`src/rtl/ctrl_pkg.sv`:
```
// Shared encodings for the multicycle control sequencer: state codes, opcodes,
// ALU operation classes and PC source selects.
package ctrl_pkg;

    localparam logic [2:0] ST_IDLE   = 3'd0;
    localparam logic [2:0] ST_FETCH  = 3'd1;
    localparam logic [2:0] ST_DECODE = 3'd2;
    localparam logic [2:0] ST_EXEC   = 3'd3;
    localparam logic [2:0] ST_MEM    = 3'd4;
    localparam logic [2:0] ST_WB     = 3'd5;
`ifdef MULTICYCLE_CTRL_ILLEGAL_TRAP_EN
    localparam logic [2:0] ST_TRAP   = 3'd6;
`endif

    localparam logic [5:0] OP_R    = 6'h00;
    localparam logic [5:0] OP_LW   = 6'h23;
    localparam logic [5:0] OP_SW   = 6'h2B;
    localparam logic [5:0] OP_BEQ  = 6'h04;
    localparam logic [5:0] OP_ADDI = 6'h08;
    localparam logic [5:0] OP_J    = 6'h02;

    localparam logic [1:0] ALU_ADD   = 2'b00;
    localparam logic [1:0] ALU_SUB   = 2'b01;
    localparam logic [1:0] ALU_FUNCT = 2'b10;

    localparam logic [1:0] PC_PLUS4  = 2'd0;
    localparam logic [1:0] PC_BRANCH = 2'd1;
    localparam logic [1:0] PC_JUMP   = 2'd2;

    // Opcodes that continue past DECODE into EXEC.
    function automatic logic needs_exec(input logic [5:0] op);
        return (op == OP_R) || (op == OP_LW) || (op == OP_SW) ||
               (op == OP_BEQ) || (op == OP_ADDI);
    endfunction

endpackage

```
`src/rtl/multicycle_ctrl_if.sv`:
```
// Unified memory port handshake between the sequencer (master) and memory (slave).
interface multicycle_ctrl_if;

    logic mem_req;
    logic mem_we;
    logic mem_ack;

    modport master (output mem_req, output mem_we, input mem_ack);
    modport slave  (input mem_req, input mem_we, output mem_ack);

endinterface

```
`src/rtl/ctrl_outputs.sv`:
```
// Combinational strobe decode from (state, current opcode, zero, mem_ack).
// MULTICYCLE_CTRL_ILLEGAL_TRAP_EN adds the TRAP state and the illegal_op flag.
module ctrl_outputs
    import ctrl_pkg::*;
(
    input  logic [2:0] state,
    input  logic [5:0] op,
    input  logic       zero,
    input  logic       mem_ack,
    output logic       mem_req,
    output logic       mem_we,
    output logic       ir_write,
    output logic       pc_write,
    output logic [1:0] pc_src,
    output logic       rf_write,
    output logic       reg_dst,
    output logic       mem_to_reg,
    output logic       alu_src,
    output logic [1:0] alu_op,
`ifdef MULTICYCLE_CTRL_ILLEGAL_TRAP_EN
    output logic       illegal_op,
`endif
    output logic       retire
);

    always_comb begin
        mem_req    = 1'b0;
        mem_we     = 1'b0;
        ir_write   = 1'b0;
        pc_write   = 1'b0;
        pc_src     = PC_PLUS4;
        rf_write   = 1'b0;
        reg_dst    = 1'b0;
        mem_to_reg = 1'b0;
        alu_src    = 1'b0;
        alu_op     = ALU_ADD;
        retire     = 1'b0;
`ifdef MULTICYCLE_CTRL_ILLEGAL_TRAP_EN
        illegal_op = 1'b0;
`endif
        case (state)
            ST_FETCH: begin
                mem_req = 1'b1;
                if (mem_ack) begin
                    ir_write = 1'b1;
                    pc_write = 1'b1;
                end
            end
            ST_DECODE: begin
                if (op == OP_J) begin
                    pc_write = 1'b1;
                    pc_src   = PC_JUMP;
                    retire   = 1'b1;
                end
`ifndef MULTICYCLE_CTRL_ILLEGAL_TRAP_EN
                // Illegal opcodes complete here as a NOP.
                else if (!needs_exec(op)) begin
                    retire = 1'b1;
                end
`endif
            end
            ST_EXEC: begin
                case (op)
                    OP_R: alu_op = ALU_FUNCT;
                    OP_LW, OP_SW, OP_ADDI: alu_src = 1'b1;
                    OP_BEQ: begin
                        alu_op   = ALU_SUB;
                        pc_src   = PC_BRANCH;
                        pc_write = zero;
                        retire   = 1'b1;
                    end
                    default: ;
                endcase
            end
            ST_MEM: begin
                mem_req = 1'b1;
                mem_we  = (op == OP_SW);
                retire  = mem_ack && (op == OP_SW);
            end
            ST_WB: begin
                rf_write   = 1'b1;
                reg_dst    = (op == OP_R);
                mem_to_reg = (op == OP_LW);
                retire     = 1'b1;
            end
`ifdef MULTICYCLE_CTRL_ILLEGAL_TRAP_EN
            ST_TRAP: illegal_op = 1'b1;
`endif
            default: ;
        endcase
    end

endmodule

```
`src/rtl/multicycle_ctrl.sv`:
```
// Multicycle control sequencer: state register, latched opcode and retired counter.
// Optional illegal-opcode trap is enabled by defining MULTICYCLE_CTRL_ILLEGAL_TRAP_EN.
module multicycle_ctrl
    import ctrl_pkg::*;
#(
    parameter int CNT_W = 32
) (
    input  logic             clk,
    input  logic             rst_n,
    input  logic [5:0]       opcode,
    input  logic             zero,
    multicycle_ctrl_if.master mem,
    output logic             ir_write,
    output logic             pc_write,
    output logic [1:0]       pc_src,
    output logic             rf_write,
    output logic             reg_dst,
    output logic             mem_to_reg,
    output logic             alu_src,
    output logic [1:0]       alu_op,
`ifdef MULTICYCLE_CTRL_ILLEGAL_TRAP_EN
    output logic             illegal_op,
`endif
    output logic [CNT_W-1:0] retired
);

    logic [2:0] state;
    logic [2:0] state_nxt;
    logic [5:0] op_q;
    logic [5:0] cur_op;
    logic       retire;

    // op_q is only loaded at the end of DECODE, so DECODE itself looks at the IR directly.
    assign cur_op = (state == ST_DECODE) ? opcode : op_q;

    ctrl_outputs u_outputs (
        .state      (state),
        .op         (cur_op),
        .zero       (zero),
        .mem_ack    (mem.mem_ack),
        .mem_req    (mem.mem_req),
        .mem_we     (mem.mem_we),
        .ir_write   (ir_write),
        .pc_write   (pc_write),
        .pc_src     (pc_src),
        .rf_write   (rf_write),
        .reg_dst    (reg_dst),
        .mem_to_reg (mem_to_reg),
        .alu_src    (alu_src),
        .alu_op     (alu_op),
`ifdef MULTICYCLE_CTRL_ILLEGAL_TRAP_EN
        .illegal_op (illegal_op),
`endif
        .retire     (retire)
    );

    always_comb begin
        state_nxt = state;
        case (state)
            ST_IDLE:  state_nxt = ST_FETCH;
            ST_FETCH: if (mem.mem_ack) state_nxt = ST_DECODE;
            ST_DECODE: begin
                if (opcode == OP_J)
                    state_nxt = ST_FETCH;
                else if (needs_exec(opcode))
                    state_nxt = ST_EXEC;
                else
`ifdef MULTICYCLE_CTRL_ILLEGAL_TRAP_EN
                    state_nxt = ST_TRAP;
`else
                    state_nxt = ST_FETCH;
`endif
            end
            ST_EXEC: begin
                case (op_q)
                    OP_R, OP_ADDI: state_nxt = ST_WB;
                    OP_LW, OP_SW:  state_nxt = ST_MEM;
                    default:       state_nxt = ST_FETCH;
                endcase
            end
            ST_MEM: begin
                if (mem.mem_ack)
                    state_nxt = (op_q == OP_LW) ? ST_WB : ST_FETCH;
            end
            ST_WB: state_nxt = ST_FETCH;
`ifdef MULTICYCLE_CTRL_ILLEGAL_TRAP_EN
            ST_TRAP: state_nxt = ST_TRAP;
`endif
            default: state_nxt = ST_IDLE;
        endcase
    end

    always_ff @(posedge clk) begin
        if (!rst_n) begin
            state   <= ST_IDLE;
            op_q    <= '0;
            retired <= '0;
        end else begin
            state <= state_nxt;
            if (state == ST_DECODE)
                op_q <= opcode;
            if (retire)
                retired <= retired + CNT_W'(1);
        end
    end

endmodule
```
`src/flat_wrapper.sv`:
```
// flat-port wrapper written by rule: the top's interface ports become plain ports
module multicycle_ctrl_flat import ctrl_pkg::*;
#(
    parameter int CNT_W = 32
)
  (clk, rst_n, opcode, zero, ir_write, pc_write, pc_src, rf_write, reg_dst, mem_to_reg, alu_src, alu_op, retired, mem_mem_req, mem_mem_we, mem_mem_ack);
  multicycle_ctrl_if mem_i ();
  input  logic clk;
  input  logic rst_n;
  input  logic [5:0] opcode;
  input  logic zero;
  output logic ir_write;
  output logic pc_write;
  output logic [1:0] pc_src;
  output logic rf_write;
  output logic reg_dst;
  output logic mem_to_reg;
  output logic alu_src;
  output logic [1:0] alu_op;
  output logic [CNT_W-1:0] retired;
  output wire logic [$bits(mem_i.mem_req)-1:0] mem_mem_req;
  output wire logic [$bits(mem_i.mem_we)-1:0] mem_mem_we;
  input wire logic [$bits(mem_i.mem_ack)-1:0] mem_mem_ack;
  assign mem_mem_req = mem_i.mem_req;
  assign mem_mem_we = mem_i.mem_we;
  assign mem_i.mem_ack = mem_mem_ack;
  multicycle_ctrl #(.CNT_W(CNT_W)) u_core (.clk(clk), .rst_n(rst_n), .opcode(opcode), .zero(zero), .mem(mem_i), .ir_write(ir_write), .pc_write(pc_write), .pc_src(pc_src), .rf_write(rf_write), .reg_dst(reg_dst), .mem_to_reg(mem_to_reg), .alu_src(alu_src), .alu_op(alu_op), .retired(retired));
endmodule
```
`config.mk`:
```
export PLATFORM = sky130hd
export DESIGN_NAME = multicycle_ctrl_flat
export DESIGN_NICKNAME = d
export VERILOG_FILES = /design/src/rtl/ctrl_pkg.sv /design/src/rtl/multicycle_ctrl_if.sv /design/src/rtl/ctrl_outputs.sv /design/src/rtl/multicycle_ctrl.sv /design/src/flat_wrapper.sv
export SDC_FILE = /design/constraint.sdc
export NUM_CORES = 1
export LEC_CHECK = 0
export BUFFER_PORTS_ARGS = -buffer_cell sky130_fd_sc_hd__clkbuf_2
export CELL_PAD_IN_SITES_DETAIL_PLACEMENT = 2
export CELL_PAD_IN_SITES_GLOBAL_PLACEMENT = 2
export CORE_MARGIN = 2
export CORE_UTILIZATION = 31
export CTS_BUF_LIST = sky130_fd_sc_hd__clkbuf_4 sky130_fd_sc_hd__clkbuf_8 sky130_fd_sc_hd__clkbuf_16
export DETAILED_ROUTE_END_ITERATION = 10
export HOLD_SLACK_MARGIN = 0.08
export PLACE_DENSITY = 0.77
export RECOVER_POWER = 100
export SYNTH_ARGS = -nofsm -noshare
export SYNTH_HDL_FRONTEND = slang
export SYNTH_SLANG_ARGS = --single-unit
```
`constraint.sdc`:
```
create_clock -name clk -period 2.83 [get_ports clk]
set_input_delay 0.4245 -clock clk [delete_from_list [all_inputs] [get_ports clk]]
set_output_delay 0.4245 -clock clk [all_outputs]
set_load 0.02 [all_outputs]
```
# Word level (Yosys, flattened, before mapping)
# Cells that the tools add are included.
word_totals:
  regBits: 41
  in_bits: 10
classes:
  n_addsub: 1
  eq_ne: 20
  mux: 29
  reduce_logical: 19
ops:
  columns: ["op", "count"]
  rows:
  - ["== test 6 bit, second input constant", 6]
  - ["adder 32 x 1 -> 32 bit, second input constant", 1]
  - ["== test 6 x 4 -> 1 bit, second input constant", 3]
  - ["logical NOT 6 bit", 3]
  - ["two-way mux 1 bit", 15]
  - ["case mux 3 bit (5 select lines)", 1]
  - ["== test 6 x 2 -> 1 bit, second input constant", 2]
  - ["== test 6 x 3 -> 1 bit, second input constant", 2]
  - ["two-way mux 3 bit", 4]
  - ["logical OR 1 bit", 8]
  - ["case mux 2 bit (2 select lines)", 2]
  - ["OR reduction 2 bit", 4]
  - ["== test 3 x 2 -> 1 bit, second input constant", 2]
  - ["== test 3 bit, second input constant", 2]
  - ["two-way mux 2 bit", 3]
  - ["two-way mux 6 bit", 1]
  - ["case mux 3 bit (2 select lines)", 1]
  - ["!= test 2 bit, second input constant", 2]
  - ["case mux 1 bit (4 select lines)", 1]
  - ["== test 3 x 1 -> 1 bit, second input constant", 1]
  - ["logical NOT 3 bit", 1]
  - ["case mux 1 bit (3 select lines)", 1]
  - ["OR reduction 3 bit", 1]
  - ["AND reduction 2 bit", 1]
  - ["logical AND 1 bit", 1]

# Logic depth before layout (Yosys ltp)
# Gate-level depths: netlist (run 1).
logic_depth:
  word_depth: 10
  ltp_mapped: 10
  mapped_depth_nobuf: 6

# Modules after synthesis
# From an unflattened synthesis (run 1), not the netlist that was laid out.
hier_totals:
  cells_unflattened: 251
  area_unflattened_um2: 2223.4
by_module_without_submodules:
  columns: ["mod", "n_inst", "cells_per_inst", "area_each_um2", "seq_area_each_um2"]
  rows:
  - ["multicycle_ctrl", 1, 217, 2001.9, 820.8]
  - ["ctrl_outputs", 1, 34, 221.5, 0.0]

# Least setup slack after synthesis (run 1)
# No wires, ideal clock.
synth_path:
  path_type: "in2reg"
  startpoint: "in opcode[0]"
  endpoint: "reg u_core.retired[10]"
  setup_time_ns: 0.071
  t_arrival_ns: 2.404
  required_ns: 2.759
  slack_ns: 0.355
  stages: 7
  n_path_buf: 1
  path_cell_list: "or4_4 nor4b_4 or2_2 a2111oi_4 buf_6 or4_1 a21oi_1"
synth_via:
  elab_chain_len: 9
  word_cells_on_any_way: 16
  cone_classes: "5 x eq/ne; 5 x mux; 6 x reduce/logical"
synth_rtl:
  columns: ["element", "line_no", "source"]
  rows:
  - ["start: declaration", "flat_wrapper.sv:10", "input logic [5:0] opcode;"]
  - ["two-way mux 6 bit (*)", null, null]
  - ["== test 6 bit or logical NOT 6 bit (tied branches)", "ctrl_pkg.sv:32", "return (op == OP_R) || (op == OP_LW) || (op == OP_SW) ||"]
  - ["logical OR 1 bit (3 in a row)", "ctrl_pkg.sv:32", null]
  - ["logical OR 1 bit", "ctrl_pkg.sv:33", "(op == OP_BEQ) || (op == OP_ADDI);"]
  - ["two-way mux 1 bit", "ctrl_outputs.sv:57", "else if (!needs_exec(op)) begin"]
  - ["two-way mux 1 bit", "ctrl_outputs.sv:50", "if (op == OP_J) begin"]
  - ["case mux 1 bit (4 select lines) (*)", "ctrl_outputs.sv:41", "case (state)"]
  - ["end signal: assignment", "multicycle_ctrl.sv:103", "retired <= retired + CNT_W'(1);"]
  - ["end: declaration", "multicycle_ctrl.sv:24", "output logic [CNT_W-1:0] retired"]
# Mark *: on every way between the ends. The rest lies on a longest branch, timed or not.
# A chain may end at the register's enable or synchronous reset.

# Final worst setup path (run 1)
layout_path:
  startpoint: "reg u_core.state[2]"
  endpoint: "reg u_core.retired[10]"
layout_via:
  elab_chain_len: 10
  word_cells_on_any_way: 20
  cone_classes: "9 x eq/ne; 5 x mux; 6 x reduce/logical"
layout_rtl:
  columns: ["element", "line_no", "source"]
  rows:
  - ["start: declaration", "multicycle_ctrl.sv:27", "logic [2:0] state;"]
  - ["start signal: assignment", "multicycle_ctrl.sv:99", "state <= state_nxt;"]
  - ["== test 3 x 2 -> 1 bit", "ctrl_outputs.sv:41, multicycle_ctrl.sv:34", null]
  - ["two-way mux 6 bit", null, null]
  - ["== test 6 bit or logical NOT 6 bit (tied branches)", "ctrl_pkg.sv:32", null]
  - ["logical OR 1 bit (3 in a row)", "ctrl_pkg.sv:32", null]
  - ["logical OR 1 bit", "ctrl_pkg.sv:33", null]
  - ["two-way mux 1 bit", "ctrl_outputs.sv:57", null]
  - ["two-way mux 1 bit", "ctrl_outputs.sv:50", null]
  - ["case mux 1 bit (4 select lines) (*)", "ctrl_outputs.sv:41", null]
# Marks and branches as above.

==> results.yml, run 1 <==
yosys:
  syn_nets: 292
  yosys_warnings: 0
  ys_seq_area_share_pct: 35.16
  ys_seq_elements: 41
  yosysTopAreaCellShare_pct: 35.16
  synth_largest_area_cell: "dfxtp_1"
  async_reset_ff_share_pct: 0
  synthesis.instances: 281
  netlist_area_um2: 2335
  synth_edf_count: 0
  synth_most_common_cell: "dfxtp_1"
  synth.distinct_cells: 46
  synthFlopType: "dfxtp_1"
  postSynthAreaPerCell_um2: 8.309
  ys_top_cells_by_count: "dfxtp_1, a21oi_1, nand2_1, nand3_1, or3_1"
  synthTopCellsByArea: "dfxtp_1, a21oi_1, o31ai_1, or4_1, or3_1"
layout:
  final_cell_area_um2: 2659
  syn_to_final_growth_pct: 13.88
  nNetsFinal: 339
  fillCellCount: 917
  layout-drive-gt1-share_pct: 10.03
  stdcell_count: 428
  n_antenna_cell: 0
flow_run:
  max-cap-violations: 0
global_route:
  grt_pass1_vias: 2459
  antenna_found_initial: 0
  grt_pass1_wl_um: 11930
  track_usage_pct: 17.20
  grt_max_degree: 63
  grt_remaining_overflow: 0
worst_setup_path:
  critPathMaxFanout: 62
  cp-end-kind: "register"
  crit_family: "simple AND/OR/NAND/NOR gates"
  cp-start-kind: "register"
  arrival_ns: 2.77
  path_buf_inv: 1
  crit_chain: "or3b_4 > nor4b_4 > or2_2 > a2111oi_2 > buf_12 > or4_1 > a21oi_1"
  slowest_stage: "or3b_4"
  slowest_delay_ns: 0.55
  rrSetupSlack_ns: 0.29
  crit_type: "register to register"
  required_ns: 3.06
status:
  outcome: "finished, final reports clean"
clock_network:
  post-cts-setup-buffers: 0
  cts_hold_buf: 0
  cts_buffers: 5
  clock_latency_ns: 0.30
  root_buffer: "clkbuf_8"
  cts.clk_slew.worst_paths_ns: 0.08
  clockBufferDepth: 2
  cts.sinks: 41
  cts_repair_resize_count: 0
  cts_tree: "done"
  cts_max_level: 2
detailed_routing:
  vias_per_cell: 5.619
  ant_nets: 0
  wl_um: 7156
  drc: 0
  routed-via-count: 2405
  drt_iter0_drc: 64
  routedWlPerCell_um: 16.72
  dr.pass1.iters: 4
floorplan:
  num_rows: 31
  die_w_um: 90.79
  die_area_um2: 8242
  start_util_pct: 32.02
  core_area_um2: 7292
  ios: 54
  die_h_um: 90.79
sta:
  setup-violations-final: 0
  slew_viol_final: 0
  final.setup.tns_ns: 0
  timing.hold.ws_ns: 0.3820
  period_needed_ns: 2.538
  period_share_pct: 89.68
  rsz0062_at_grt: "no"
  max_freq_ghz: 0.3940
  finalClockSkew_ns: 0.01575
  relSlewSlack_pct: 69.92
  tightestPinTransition_ns: 0.4471
  finalHoldViolCount: 0
power_and_ir_drop:
  p_comb_share_pct: 8.2
  internal_power_uw: 805.0
  ir_drop_uv: 176.7
  power.net_switching_uw: 274.6
  switching_share_pct: 25.43
  p_seq_share_pct: 54.6
  power-per-cell-area_nw_per_um2: 406.0
  pwr-share-clk_pct: 37.2
  p_leak_nw: 0.8064
placed_design:
  placed_cell_area_um2: 2644
  post-place-cells: 420
  portBuffers: 53
  place.gp.congestion: 0.7856
  hpwl_um: 5271
hold_path:
  worstHoldPathType: "input port to register"
kinds of logic after synthesis:
kind of cell	after synthesis	synth area share, %
simple gates	134	35.21
compound gates	78	20.90
flops	41	35.16
buf+inv	23	6.538
mux	3	1.286
xor+xnor	1	0.3752
fa+ha+maj	1	0.5358
routing by layer:
metal	wire, um	GRT usage, %	part of all wire (%)	up-vias
met5	0	0	0	-
li1	-	-	-	1163
met2	3629	30.60	51	32
met1	3238	21.53	45	1206
met3	229	3.422	3.2	4
met4	60	3.535	0.84	0
power groups by stage:
| stage | sequential, mW | clock, mW | combinational [mW] |
|---|---|---|---|
| finish | 0.589 | 0.401 | 0.0889 |
| global route | 0.591 | 0.445 | 0.0977 |
| CTS | 0.590 | 0.418 | 0.0925 |
| detailed placement | 0.603 | 0 | 0.0920 |
| global placement | 0.603 | 0 | 0.0908 |
| floorplan | 0.599 | 0 | 0.0698 |
path summary, 6_finish.rpt:
kind | start | to | cells after the start
worst min-delay path | rst_n | u_core.retired[6] | 2
worst min register to register | u_core.op_q[5] | u_core.op_q[5] | 2
worst max-delay path | u_core.state[2] | u_core.retired[10] | 7
worst max register to register | u_core.state[2] | u_core.retired[10] | 7
area by class of cell:
cell class,instances,area (um2),share of cell area (%)
clock buffers,7,83.83,3.153
multi-input cells,217,1343,50.49
clock inverters,1,7.507,0.2824
inverters,4,15.01,0.5647
well taps,99,123.9,4.659
repair buffers,59,265.3,9.976
flip-flops and latches,41,820.8,30.87
per-stage QoR:
step	util, %	power (mW)	setup slack, ns
floorplan	-	0.6692	0.3553
global placement	36.26	0.6934	0.3376
detailed placement	36.26	0.6952	0.2464
CTS	37.51	1.100	0.2994
global route	36.46	1.134	0.1419
finish	36.46	1.080	0.2921
state kept, by name, summed over array words and instances, names as in the netlist:
name	cells
u_core.state	3
u_core.op_q	6
u_core.retired	32
placed cells by master (no fill, tap or decap), drive strengths merged, types with 4 or more instances in the layout:
cell type and count:
a21oi 36, buf 5, o31ai 15, nand2 21
nand3 16, nand4 13, inv 4, or4 16
nor4 5, o21ai 17, nor2 15, or3 16
and2 5, dfxtp 41, clkbuf 61, nand2b 4
nor3 7, and3 6
Note: power is estimated with default switching activity, not from simulation.
==> run 2, diff against run 1 <==
--- a/config.mk
+++ b/config.mk
@@ -9,11 +9,11 @@
 export CELL_PAD_IN_SITES_DETAIL_PLACEMENT = 2
 export CELL_PAD_IN_SITES_GLOBAL_PLACEMENT = 2
 export CORE_MARGIN = 2
-export CORE_UTILIZATION = 31
-export CTS_BUF_LIST = sky130_fd_sc_hd__clkbuf_4 sky130_fd_sc_hd__clkbuf_8 sky130_fd_sc_hd__clkbuf_16
+export CORE_UTILIZATION = 32
+export CTS_BUF_LIST = sky130_fd_sc_hd__clkbuf_4
 export DETAILED_ROUTE_END_ITERATION = 10
 export HOLD_SLACK_MARGIN = 0.08
-export PLACE_DENSITY = 0.77
+export PLACE_DENSITY = 0.79
 export RECOVER_POWER = 100
 export SYNTH_ARGS = -nofsm -noshare
 export SYNTH_HDL_FRONTEND = slang
==> run 2 against run 1 <==
Critical path depth shrank 2; design area is essentially flat; power is 0.24% higher; core utilization is 0.63 points higher; wire length rose by 1.1%; worst hold slack got worse by 0.072 ns; register-to-register slack improved by 0.04 ns; fmax grew 0.66%; worst setup slack improved by 0.017 ns; clock skew up 0.0011 ns; sequential power barely moved; final cell count up 0.23%; critical path type is now register to output port; largest cell class unchanged; largest power group unchanged.
==> results.yml, run 2 (same netlist as run 1, synthesis figures left out) <==
status:
  outcome: "finished, final reports clean"
sta:
  max_freq_ghz: 0.3966
  finalHoldViolCount: 0
  setup-violations-final: 0
  relSlewSlack_pct: 68.69
  worst_slack_ns: 0.3088
  period_share_pct: 89.09
  rsz0062_at_grt: "no"
  slew_viol_final: 0
  final.setup.tns_ns: 0
  tightestPinTransition_ns: 0.4697
  finalClockSkew_ns: 0.01682
  timing.hold.ws_ns: 0.3104
  period_needed_ns: 2.521
placed_design:
  place.gp.congestion: 0.7350
  place_ws_ns: 0.2645
  portBuffers: 53
  placed_cell_area_um2: 2651
  hpwl_um: 5234
power_and_ir_drop:
  switching_share_pct: 25.50
  p_comb_share_pct: 8.3
  internal_power_uw: 806.2
  power.net_switching_uw: 275.9
  ir_drop_uv: 226.7
  power.total_mw: 1.082
  pwr-share-clk_pct: 37.1
  p_seq_share_pct: 54.6
  p_leak_nw: 0.8132
  power-per-cell-area_nw_per_um2: 406.6
layout:
  largest_register: "u_core.retired"
  nNetsFinal: 340
  layout-drive-gt1-share_pct: 10.61
  syn_to_final_growth_pct: 13.99
  final_common_cell: "clkbuf_1"
  layout_common_cells: "clkbuf_1, dfxtp_1, a21oi_1"
  final_cell_area_um2: 2661
  largest_registers: "u_core.retired (32), u_core.op_q (6), u_core.state (3)"
  largest_register_ffs: 32
  n_antenna_cell: 0
detailed_routing:
  drt_iter0_drc: 63
  routedWlPerCell_um: 16.86
  routed-via-count: 2394
  drc: 0
  vias_per_cell: 5.580
  dr.pass1.iters: 4
  wl_um: 7235
  ant_nets: 0
global_route:
  grt_max_degree: 63
  grt_pass1_vias: 2354
  track_usage_pct: 18.73
  grt_pass1_wl_um: 11790
  grt_remaining_overflow: 0
  antenna_found_initial: 0
clock_network:
  cts_hold_buf: 0
  cts_buffers: 5
  cts_tree: "done"
  clock_latency_ns: 0.36
  root_buffer: "clkbuf_4"
  clockBufferDepth: 2
  post-cts-setup-buffers: 0
  cts_repair_resize_count: 0
  cts.sinks: 41
  cts.clk_slew.worst_paths_ns: 0.13
  cts_max_level: 2
floorplan:
  die_h_um: 89.42
  die_w_um: 89.42
  ios: 54
  core_area_um2: 7176
  die_area_um2: 7995
  start_util_pct: 32.54
  num_rows: 31
worst_setup_path:
  cp-end-kind: "output port"
  crit_type: "register to output port"
  required_ns: 2.41
  arrival_ns: 2.10
  worstSetupStartpoint: "u_core.state[2]"
  critPathMaxFanout: 9
  r2r_start: "u_core.state[2]"
  cp-start-kind: "register"
flow_run:
  max-cap-violations: 0
hold_path:
  min_from: "rst_n"
  worstHoldPathType: "input port to register"
run 2: path summary, 6_finish.rpt:
kind,to,slack [ns],cells after the start
setup / recovery,alu_src,0.31,5
hold reg to reg,u_core.op_q[1],0.49,2
hold / removal,u_core.retired[6],0.31,2
setup reg to reg,u_core.retired[14],0.33,7
run 2: metal layers:
layer / part of all wire (%) / routed length [um] / up-vias / global-route usage (%)
met4: 0.95 / 69 / 0 / 4.478
li1: - / - / 1173 / -
met1: 48 / 3481 / 1178 / 25.08
met5: 0 / 0 / - / 0
met2: 48 / 3478 / 37 / 31.85
met3: 2.8 / 205 / 6 / 2.585
run 2: final cells by class:
class / count / area (um2)
clock buffers: 6 / 45.04
fillers: 848 / 4514
flip-flops and latches: 41 / 820.8
inverters: 4 / 15.01
clock inverters: 2 / 33.78
multi-input cells: 217 / 1349
repair buffers: 60 / 274.0
well taps: 99 / 123.9
run 2: through the flow:
| step | instances | utilization (%) |
|---|---|---|
| floorplan | 281 | - |
| global placement | 421 | 36.95 |
| detailed placement | 421 | 36.95 |
| CTS | 429 | 38.05 |
| global route | 429 | 37.09 |
| finish | 429 | 37.09 |
run 2: power by group through the flow:
stage | sequential [mW] | clock, mW | combinational, mW
2_1_floorplan | 0.599 | 0 | 0.0698
3_3_place_gp | 0.603 | 0 | 0.0900
3_5_place_dp | 0.604 | 0 | 0.0930
4_1_cts | 0.591 | 0.419 | 0.0937
5_1_grt | 0.592 | 0.441 | 0.0999
6_report | 0.591 | 0.401 | 0.0901
run 2: critical path: stages (launching register included):
cell	delay, ns
dfxtp_1	0.45
nor3b_4	0.33
mux2i_1	0.43
nand4_4	0.17
nor2_1	0.13
clkbuf_1	0.24
==> run 3, diff against run 2 <==
--- a/config.mk
+++ b/config.mk
@@ -5,13 +5,13 @@
 export SDC_FILE = /design/constraint.sdc
 export NUM_CORES = 1
 export LEC_CHECK = 0
-export BUFFER_PORTS_ARGS = -buffer_cell sky130_fd_sc_hd__clkbuf_2
 export CELL_PAD_IN_SITES_DETAIL_PLACEMENT = 2
 export CELL_PAD_IN_SITES_GLOBAL_PLACEMENT = 2
 export CORE_MARGIN = 2
-export CORE_UTILIZATION = 32
+export CORE_UTILIZATION = 38
 export CTS_BUF_LIST = sky130_fd_sc_hd__clkbuf_4
 export DETAILED_ROUTE_END_ITERATION = 10
+export DONT_BUFFER_PORTS = 1
 export HOLD_SLACK_MARGIN = 0.08
 export PLACE_DENSITY = 0.79
 export RECOVER_POWER = 100
==> run 3 against run 2 <==
Fmax down 2.0%; highest routed layer unchanged; clock skew is 0.0030 ns higher; die area decreased by 15%.
==> results.yml, run 3 (same netlist as run 1, synthesis figures left out) <==
sta:
  max_freq_ghz: 0.3886
  rsz0062_at_grt: "no"
  relSlewSlack_pct: 61.28
  final.setup.tns_ns: 0
  slew_viol_final: 0
  period_needed_ns: 2.573
  finalClockSkew_ns: 0.01983
  tightestPinTransition_ns: 0.5787
  finalHoldViolCount: 0
  setup-violations-final: 0
  period_share_pct: 90.94
floorplan:
  die_w_um: 82.39
  num_rows: 28
  core_area_um2: 5921
  ios: 54
  die_h_um: 82.39
  die_area_um2: 6787
  start_util_pct: 39.43
global_route:
  grt_remaining_overflow: 0
  grt_pass1_vias: 2305
  antenna_found_initial: 0
  grt_pass1_wl_um: 11560
  grt_max_degree: 63
  track_usage_pct: 22.05
placed_design:
  portBuffers: 0
  placed_cell_area_um2: 2409
  hpwl_um: 5204
  place.gp.congestion: 0.7388
detailed_routing:
  drc: 0
  routed-via-count: 2227
  dr.pass1.iters: 4
  vias_per_cell: 6.203
  wl_um: 6942
  drt_iter0_drc: 83
  ant_nets: 0
  routedWlPerCell_um: 19.34
worst_setup_path:
  crit_chain: "or3b_4 > nor4b_4 > or2_2 > a2111oi_2 > buf_12 > or4_1 > a21oi_1"
  r2r_start: "u_core.state[1]"
  required_ns: 3.10
  crit_type: "register to register"
  worstSetupStartpoint: "u_core.state[1]"
  critPathMaxFanout: 62
  cp-start-kind: "register"
  slowest_delay_ns: 0.55
  cp-end-kind: "register"
  slowest_stage: "or4_1"
  arrival_ns: 2.84
hold_path:
  min_from: "rst_n"
  worstHoldPathType: "input port to register"
layout:
  syn_to_final_growth_pct: 3.322
  fillCellCount: 680
  regArea_um2: 820.8
  largest_registers: "u_core.retired (32), u_core.op_q (6), u_core.state (3)"
  nNetsFinal: 294
  largest_register: "u_core.retired"
  largest_register_ffs: 32
  layout_common_cells: "dfxtp_1, a21oi_1, nand2_1"
  n_antenna_cell: 0
  layout-drive-gt1-share_pct: 8.451
  final_cell_area_um2: 2412
  multi_input_area_um2: 1344
  final_common_cell: "dfxtp_1"
power_and_ir_drop:
  ir_drop_uv: 209.4
  power-per-cell-area_nw_per_um2: 392.2
  p_leak_nw: 0.7119
clock_network:
  cts_hold_buf: 0
  cts_buffers: 5
  cts.sinks: 41
  cts_tree: "done"
  clockBufferDepth: 2
  clock_latency_ns: 0.35
  cts_repair_resize_count: 0
  root_buffer: "clkbuf_4"
  cts_max_level: 2
  cts.clk_slew.worst_paths_ns: 0.11
  post-cts-setup-buffers: 0
flow_run:
  max-cap-violations: 0
status:
  outcome: "finished, final reports clean"
-- run 3: critical path, delay by kind of cell, from the launching register on --
kind	cells	cell delay [ns]
and+or+nand+nor	4	1.56
DFF	1	0.51
AOI/OAI and AO/OA	2	0.23
buffers and inverters	1	0.20
-- run 3: final timing paths --
check	cells after the start	slack, ns	end
worst min register to register	2	0.48	u_core.op_q[5]
worst min-delay path	1	0.20	u_core.retired[6]
worst max register to register	7	0.26	u_core.retired[10]
worst max-delay path	7	0.26	u_core.retired[10]
-- run 3: cell type report --
cell class | count | share of cell area [%]
Inverter | 4 | 0.6224
Timing Repair Buffer | 14 | 3.683
Multi-Input combinational cell | 217 | 55.71
Sequential cell | 41 | 34.02
Clock buffer | 5 | 1.556
Tap cell | 75 | 3.890
Clock inverter | 3 | 0.5187
-- run 3: per-layer routing --
layer / track usage (%) / part of all wire [%] / wire (um)
met5: 0 / 0 / 0
met4: 5.833 / 0.97 / 67
met3: 5.870 / 5.5 / 379
met2: 39.19 / 52 / 3596
met1: 26.07 / 42 / 2899
-- run 3: through the flow --
stage / hold slack (ns) / worst slack, ns / util (%) / power, mW / cells
after CTS: 0.1848 / 0.2358 / 41.53 / 0.9646 / 359
after detailed placement: 0.4759 / 0.2623 / 40.68 / 0.6810 / 351
after global placement: 0.4572 / 0.3884 / 40.68 / 0.6781 / 351
final: 0.1989 / 0.2565 / 40.74 / 0.9461 / 359
after global routing: 0.1673 / 0.08335 / 40.74 / 0.9990 / 359
after floorplan: 0.4442 / 0.3553 / - / 0.6692 / 281
-- run 3: power by group --
part,total [mW],internal [mW],switching [mW]
registers,0.592,0.582,0.0103
clock network,0.282,0.0901,0.192
logic,0.0720,0.0231,0.0489
total,0.946,0.695,0.251
